--- src/rtl/ebus_xfer_ctl_if.sv ---
// EBUS-side signal bundle for the I/O transfer sequencer.
// master = EBOX sequencer, slave = arbiter/device/data-mux side.
interface ebus_xfer_ctl_if;
  logic        ebusGrant;
  logic        ebusXfer;
  logic [0:35] ebusDataIn;
  logic        ebusReq;
  logic [0:6]  ebusCS;
  logic [0:2]  ebusFCN;
  logic        ebusDemand;
  logic        drvDriving;
  logic [0:35] drvData;

  modport master (
    input  ebusGrant, ebusXfer, ebusDataIn,
    output ebusReq, ebusCS, ebusFCN, ebusDemand,
    output drvDriving, drvData
  );

  modport slave (
    output ebusGrant, ebusXfer, ebusDataIn,
    input  ebusReq, ebusCS, ebusFCN, ebusDemand,
    input  drvDriving, drvData
  );
endinterface

--- src/rtl/ebus_xfer_ctl.sv ---
// EBOX-side EBUS transfer sequencer for CONO/CONI/DATAO/DATAI.
// Request, setup, demand/xfer handshake, release, one-cycle done.
module ebus_xfer_ctl #(
  parameter int SETUP_CYCLES   = 2,
  parameter int TIMEOUT_CYCLES = 64,
  parameter int CNT_W          = 8
) (
  input  logic        clk,
  input  logic        CROBAR,
  input  logic        start,
  input  logic        isRead,
  input  logic [0:6]  cs,
  input  logic [0:2]  fcn,
  input  logic [0:35] wdata,
  ebus_xfer_ctl_if.master bus,
  output logic        ready,
  output logic        done,
  output logic        nxm,
  output logic [0:35] rdata
);

  typedef enum logic [2:0] {
    IDLE, REQ, SETUP, DEMAND, RELEASE, DONE
  } state_e;

  localparam logic [CNT_W-1:0] SetupLast =
    CNT_W'(SETUP_CYCLES - 1);
  localparam logic [CNT_W-1:0] ToLast =
    CNT_W'(TIMEOUT_CYCLES - 1);

  state_e            state_q, state_d;
  logic [CNT_W-1:0]  cnt_q, cnt_d;
  logic              rd_q, rd_d;
  logic [0:6]        cs_q, cs_d;
  logic [0:2]        fcn_q, fcn_d;
  logic [0:35]       wdata_q, wdata_d;
  logic [0:35]       rdata_q, rdata_d;
  logic              nxm_q, nxm_d;

  always_ff @(posedge clk) begin
    if (CROBAR) begin
      state_q <= IDLE;
      cnt_q   <= '0;
      rd_q    <= 1'b0;
      cs_q    <= '0;
      fcn_q   <= '0;
      wdata_q <= '0;
      rdata_q <= '0;
      nxm_q   <= 1'b0;
    end else begin
      state_q <= state_d;
      cnt_q   <= cnt_d;
      rd_q    <= rd_d;
      cs_q    <= cs_d;
      fcn_q   <= fcn_d;
      wdata_q <= wdata_d;
      rdata_q <= rdata_d;
      nxm_q   <= nxm_d;
    end
  end

  always_comb begin
    state_d = state_q;
    cnt_d   = cnt_q;
    rd_d    = rd_q;
    cs_d    = cs_q;
    fcn_d   = fcn_q;
    wdata_d = wdata_q;
    rdata_d = rdata_q;
    nxm_d   = nxm_q;
    unique case (state_q)
      IDLE: begin
        if (start) begin
          rd_d    = isRead;
          cs_d    = cs;
          fcn_d   = fcn;
          wdata_d = wdata;
          nxm_d   = 1'b0;
          state_d = REQ;
        end
      end
      REQ: begin
        if (bus.ebusGrant) begin
          cnt_d   = '0;
          state_d = SETUP;
        end
      end
      SETUP: begin
        if (cnt_q == SetupLast) begin
          cnt_d   = '0;
          state_d = DEMAND;
        end else begin
          cnt_d = cnt_q + CNT_W'(1);
        end
      end
      DEMAND: begin
        // A transfer in the final timeout cycle still counts as a success
        if (bus.ebusXfer) begin
          if (rd_q) rdata_d = bus.ebusDataIn;
          nxm_d   = 1'b0;
          state_d = RELEASE;
        end else if (cnt_q == ToLast) begin
          if (rd_q) rdata_d = '0;
          nxm_d   = 1'b1;
          state_d = RELEASE;
        end else begin
          cnt_d = cnt_q + CNT_W'(1);
        end
      end
      RELEASE: begin
        if (!bus.ebusXfer) state_d = DONE;
      end
      DONE: state_d = IDLE;
      default: state_d = IDLE;
    endcase
  end

  logic own_bus, drive_win;

  assign own_bus   = (state_q == SETUP) ||
                     (state_q == DEMAND) ||
                     (state_q == RELEASE);
  assign drive_win = ((state_q == SETUP) ||
                      (state_q == DEMAND)) && !rd_q;

  assign bus.ebusReq    = own_bus || (state_q == REQ);
  assign bus.ebusCS     = own_bus ? cs_q : '0;
  assign bus.ebusFCN    = own_bus ? fcn_q : '0;
  assign bus.ebusDemand = (state_q == DEMAND);
  assign bus.drvDriving = drive_win;
  assign bus.drvData    = drive_win ? wdata_q : '0;

  assign ready = (state_q == IDLE);
  assign done  = (state_q == DONE);
  assign nxm   = nxm_q;
  assign rdata = rdata_q;

endmodule

--- src/flat_wrapper.sv ---
// flat-port wrapper written by rule: the top's interface ports become plain ports
module ebus_xfer_ctl_flat 
#(
  parameter int SETUP_CYCLES   = 2,
  parameter int TIMEOUT_CYCLES = 64,
  parameter int CNT_W          = 8
)
  (clk, CROBAR, start, isRead, cs, fcn, wdata, ready, done, nxm, rdata, bus_ebusGrant, bus_ebusXfer, bus_ebusDataIn, bus_ebusReq, bus_ebusCS, bus_ebusFCN, bus_ebusDemand, bus_drvDriving, bus_drvData);
  ebus_xfer_ctl_if bus_i ();
  input  logic clk;
  input  logic CROBAR;
  input  logic start;
  input  logic isRead;
  input  logic [0:6] cs;
  input  logic [0:2] fcn;
  input  logic [0:35] wdata;
  output logic ready;
  output logic done;
  output logic nxm;
  output logic [0:35] rdata;
  input wire logic [$bits(bus_i.ebusGrant)-1:0] bus_ebusGrant;
  input wire logic [$bits(bus_i.ebusXfer)-1:0] bus_ebusXfer;
  input wire logic [$bits(bus_i.ebusDataIn)-1:0] bus_ebusDataIn;
  output wire logic [$bits(bus_i.ebusReq)-1:0] bus_ebusReq;
  output wire logic [$bits(bus_i.ebusCS)-1:0] bus_ebusCS;
  output wire logic [$bits(bus_i.ebusFCN)-1:0] bus_ebusFCN;
  output wire logic [$bits(bus_i.ebusDemand)-1:0] bus_ebusDemand;
  output wire logic [$bits(bus_i.drvDriving)-1:0] bus_drvDriving;
  output wire logic [$bits(bus_i.drvData)-1:0] bus_drvData;
  assign bus_i.ebusGrant = bus_ebusGrant;
  assign bus_i.ebusXfer = bus_ebusXfer;
  assign bus_i.ebusDataIn = bus_ebusDataIn;
  assign bus_ebusReq = bus_i.ebusReq;
  assign bus_ebusCS = bus_i.ebusCS;
  assign bus_ebusFCN = bus_i.ebusFCN;
  assign bus_ebusDemand = bus_i.ebusDemand;
  assign bus_drvDriving = bus_i.drvDriving;
  assign bus_drvData = bus_i.drvData;
  ebus_xfer_ctl #(.SETUP_CYCLES(SETUP_CYCLES), .TIMEOUT_CYCLES(TIMEOUT_CYCLES), .CNT_W(CNT_W)) u_core (.clk(clk), .CROBAR(CROBAR), .start(start), .isRead(isRead), .cs(cs), .fcn(fcn), .wdata(wdata), .bus(bus_i), .ready(ready), .done(done), .nxm(nxm), .rdata(rdata));
endmodule
--- config.mk ---
export PLATFORM = sky130hd
export DESIGN_NAME = ebus_xfer_ctl_flat
export DESIGN_NICKNAME = d
export VERILOG_FILES = /design/src/rtl/ebus_xfer_ctl_if.sv /design/src/rtl/ebus_xfer_ctl.sv /design/src/flat_wrapper.sv
export SDC_FILE = /design/constraint.sdc
export NUM_CORES = 1
export LEC_CHECK = 0
export CAP_MARGIN = 0
export CORE_MARGIN = 5
export CORE_UTILIZATION = 30
export DETAILED_ROUTE_END_ITERATION = 7
export PLACE_DENSITY = 0.68
export SLEW_MARGIN = 20
export SYNTH_ARGS = -nofsm -noshare
export SYNTH_HDL_FRONTEND = slang
export SYNTH_SLANG_ARGS = --single-unit
--- constraint.sdc ---
create_clock -name clk -period 4.7 [get_ports clk]
set_clock_uncertainty 0.15 [all_clocks]
set_input_delay 0.47 -clock clk [delete_from_list [all_inputs] [get_ports clk]]
set_output_delay 0.47 -clock clk [all_outputs]
set_load 0.01 [all_outputs]
==> results.toml <==
[synth]
synth_area_leaders = "dfxtp_1, a21oi_1, nand2_1, and3_1, nand4_1"
synth_top_cell_by_area = "dfxtp_1"
yosysSeqAreaShare_pct = 43.3
yosysTopAreaCellShare_pct = 43.3
muxShareOfSynthArea_pct = 0.712
synth_compound_area_share_pct = 23.0
synth.avg_cell_area_um2 = 8.22
ys.flop_type = "dfxtp_1"
ys_ff_latch = 95
synth_edf_count = 0
synth_area_um2 = 4390
async_flop_share_pct = 0
synth_nets = 624
ys_types = 48
synth_top_family_by_area = "simple AND/OR/NAND/NOR gates"
synth-adder-area-share_pct = 0.570
synth_xor_area_share_pct = 0.199
synthSimpleGateAreaFrac_pct = 25.9
syn_inst = 534
ys_warn_count = 0

[cts]
hold_buffers = 0
cts_root_buffer = "clkbuf_16"
cts_resized = 0
clock_sinks = 95
clockBufferDepth = 2
clk_latency_ps = 340
post-cts-setup-buffers = 0
cts_tree = "done"
htree_levels = 3
cts.reportedPaths.clkPinSlew_ps = 60
cts_buffers = 9

[grt]
grt_pass1_vias = 4373
antenna_found_initial = 0
grt_max_degree = 95
grt_pass1_wl_mm = 22.3
globalRouteOverflowTotal = 0
grtUsageTotal_pct = 16.3

[sta]
timing.final.crit_share_pct = 78.0
fmax_mhz = 273
finalSetupTns_ps = 0
slew_headroom_pct = 32.7
final-hold-violation-count = 0
rsz0062_at_grt = "no"
maxSlewViolCount = 0
fin_crit_ps = 3670
finalSetupViolations = 0
worstMarginPinSlew_ps = 1010

[pwr]
p_sw_uw = 554
p_seq_share_pct = 44.3
internal_power_mw = 1.43
leakagePower_nw = 2.23
switching_share_pct = 27.9
combPwrFrac_pct = 18.6
fin_total_pwr_mw = 1.98
irDropWorstVdd_v = 0.000237
powerDensity_nw_per_um2 = 307
clockPowerShare_pct = 37.2

[die]
start_util_pct = 30.4
rows = 44
die_area_um2 = 17200
die_w_um = 131
dieHeight_um = 131
core_area_um2 = 14400
io_pins = 176

[route]
post_drt_wl_per_cell_um = 16.7
ant_nets = 0
routed_wirelength_mm = 14.3
dr.first_iter.drc_count = 266
drc = 0
dr.pass1.iters = 5
vias = 4517
vias_per_cell = 5.27

[critical_path]
critPathLaunchType = "flip-flop"
crit_path_max_incr_delay_ps = 680
path_cells = "nor2b_2, buf_4, and2_1, buf_4, clkdlybuf4s50_1"
crit_buf_inv = 3
path_delay_family = "buffers and inverters"
critPathArrivalTime_ps = 3050
critPathKind = "flip-flop to output pin"
worstPathMaxFanout = 38
crit_top_cell = "buf_4"
worstPathRequired_ps = 4080
end_kind = "output pin"
crit_slowest_cell = "nor2b_2"

[final_layout]
layout-drive-gt1-share_pct = 6.98
n_antenna_cell = 0
nets = 758
areaGrowthSynthToFinish_pct = 47.0

[place]
io_buffers = 175
gp_congestion = 0.878
hpwlAfterDp_mm = 9.68

[flow_run]
maxCapViolCount = 0

[hold_path]
hold_class = "flip-flop to flip-flop"

[status]
status = "completed"
[state kept, by name, summed over array words and instances, names as in the netlist]
name,cells
u_core.rdata,36
u_core.cnt_q,8
u_core.nxm,1
u_core.cs_q,7
u_core.state_q,3
u_core.fcn_q,3
u_core.wdata_q,36
u_core.rd_q,1
[final cells by class]
cell class	count	area (um2)
clock buffers	11	243
clock inverters	5	56.3
fillers	1400	7970
inverters	3	11.3
multi-input cells	378	2220
flip-flops and latches	95	1900
well taps	184	230
repair buffers	181	1790
[layout by cell type (no fill, tap or decap), types with 2 or more instances in the layout]
master / Yosys / layout
clkdlybuf4s50_1: 0 / 174
nand2_1: 104 / 103
dfxtp_1: 95 / 95
a21oi_1: 90 / 90
and3_1: 37 / 37
nand4_1: 36 / 36
o31ai_1: 25 / 25
o31ai_2: 12 / 12
nor2b_1: 12 / 11
clkbuf_16: 0 / 9
o211ai_1: 8 / 8
buf_4: 0 / 7
nand2b_1: 5 / 4
nand3_1: 4 / 4
o21ai_0: 4 / 4
nor2_1: 3 / 3
a211oi_1: 3 / 3
inv_1: 2 / 2
mux2i_1: 2 / 2
nor4_1: 2 / 2
o2111ai_1: 2 / 2
nand3b_1: 2 / 2
a31oi_1: 2 / 2
ha_1: 2 / 2
clkinv_2: 0 / 2
[through the flow]
stage               worst slack (ps)  instance area, um2  utilization, %  instances  hold WS, ps
floorplan                       2840                4390               -        534          282
global placement                1520                6160            42.7        841          289
detailed placement              1420                6160            42.7        841          294
CTS                             1030                6460            44.8        857          303
global route                     826                6460            44.8        857          322
finish                          1030                6460            44.8        857          300
[tightest hold or removal path, cell delays in order, from the launching register on]
cell	delay, ps
dfxtp_1	310
nand2_1	50
a21oi_1	50
[power by group through the flow]
| stage | Clock, mW | Sequential (mW) | Combinational [mW] |
|---|---|---|---|
| after floorplan | 0 | 0.881 | 0.223 |
| after global placement | 0 | 0.893 | 0.364 |
| after detailed placement | 0 | 0.895 | 0.371 |
| after CTS | 0.761 | 0.876 | 0.374 |
| after global routing | 0.797 | 0.882 | 0.407 |
| final | 0.736 | 0.877 | 0.368 |
[metal layers]
layer	share of wire [%]	up-vias	wire length [um]	track usage, %
met5	0	-	0	0
met4	1.6	0	231	4.42
met3	12	19	1670	7.28
met2	43	215	6200	24.6
met1	43	2090	6170	21.1
li1	-	2193	-	-
[synth_stat cells, drive strengths merged (2+ instances only)]
master and instances:
nand2 104, dfxtp 95, a21oi 90, and3 37, clkbuf 37, nand4 37, o31ai 37, buf 21
nor2b 12, o211ai 9, nand2b 5, nand3 4, o21ai 4, a211oi 3, nor2 3, nor4 3
a31oi 2, and2 2, ha 2, inv 2, mux2i 2, nand3b 2, o2111ai 2
[final timing paths]
path / cells after the start / start / slack, ps / endpoint
setup reg to reg: 6 / u_core.state_q[1]$_SDFFE_PP0P_ / 2040 / u_core.rdata[5]$_SDFFE_PP0P_
hold reg to reg: 2 / u_core.wdata_q[24]$_SDFFE_PP0P_ / 300 / u_core.wdata_q[24]$_SDFFE_PP0P_
setup / recovery: 5 / u_core.state_q[1]$_SDFFE_PP0P_ / 1030 / bus_ebusDemand
hold / removal: 2 / u_core.wdata_q[24]$_SDFFE_PP0P_ / 300 / u_core.wdata_q[24]$_SDFFE_PP0P_
[logic make-up after synthesis]
group | Yosys count
AOI/OAI and AO/OA | 154
xor gates and xnor gates | 1
adders and majority gates | 2
buffers and inverters | 61
DFF | 95
muxes | 3
and+or+nand+nor | 218
Note: power is estimated with default switching activity, not from simulation.
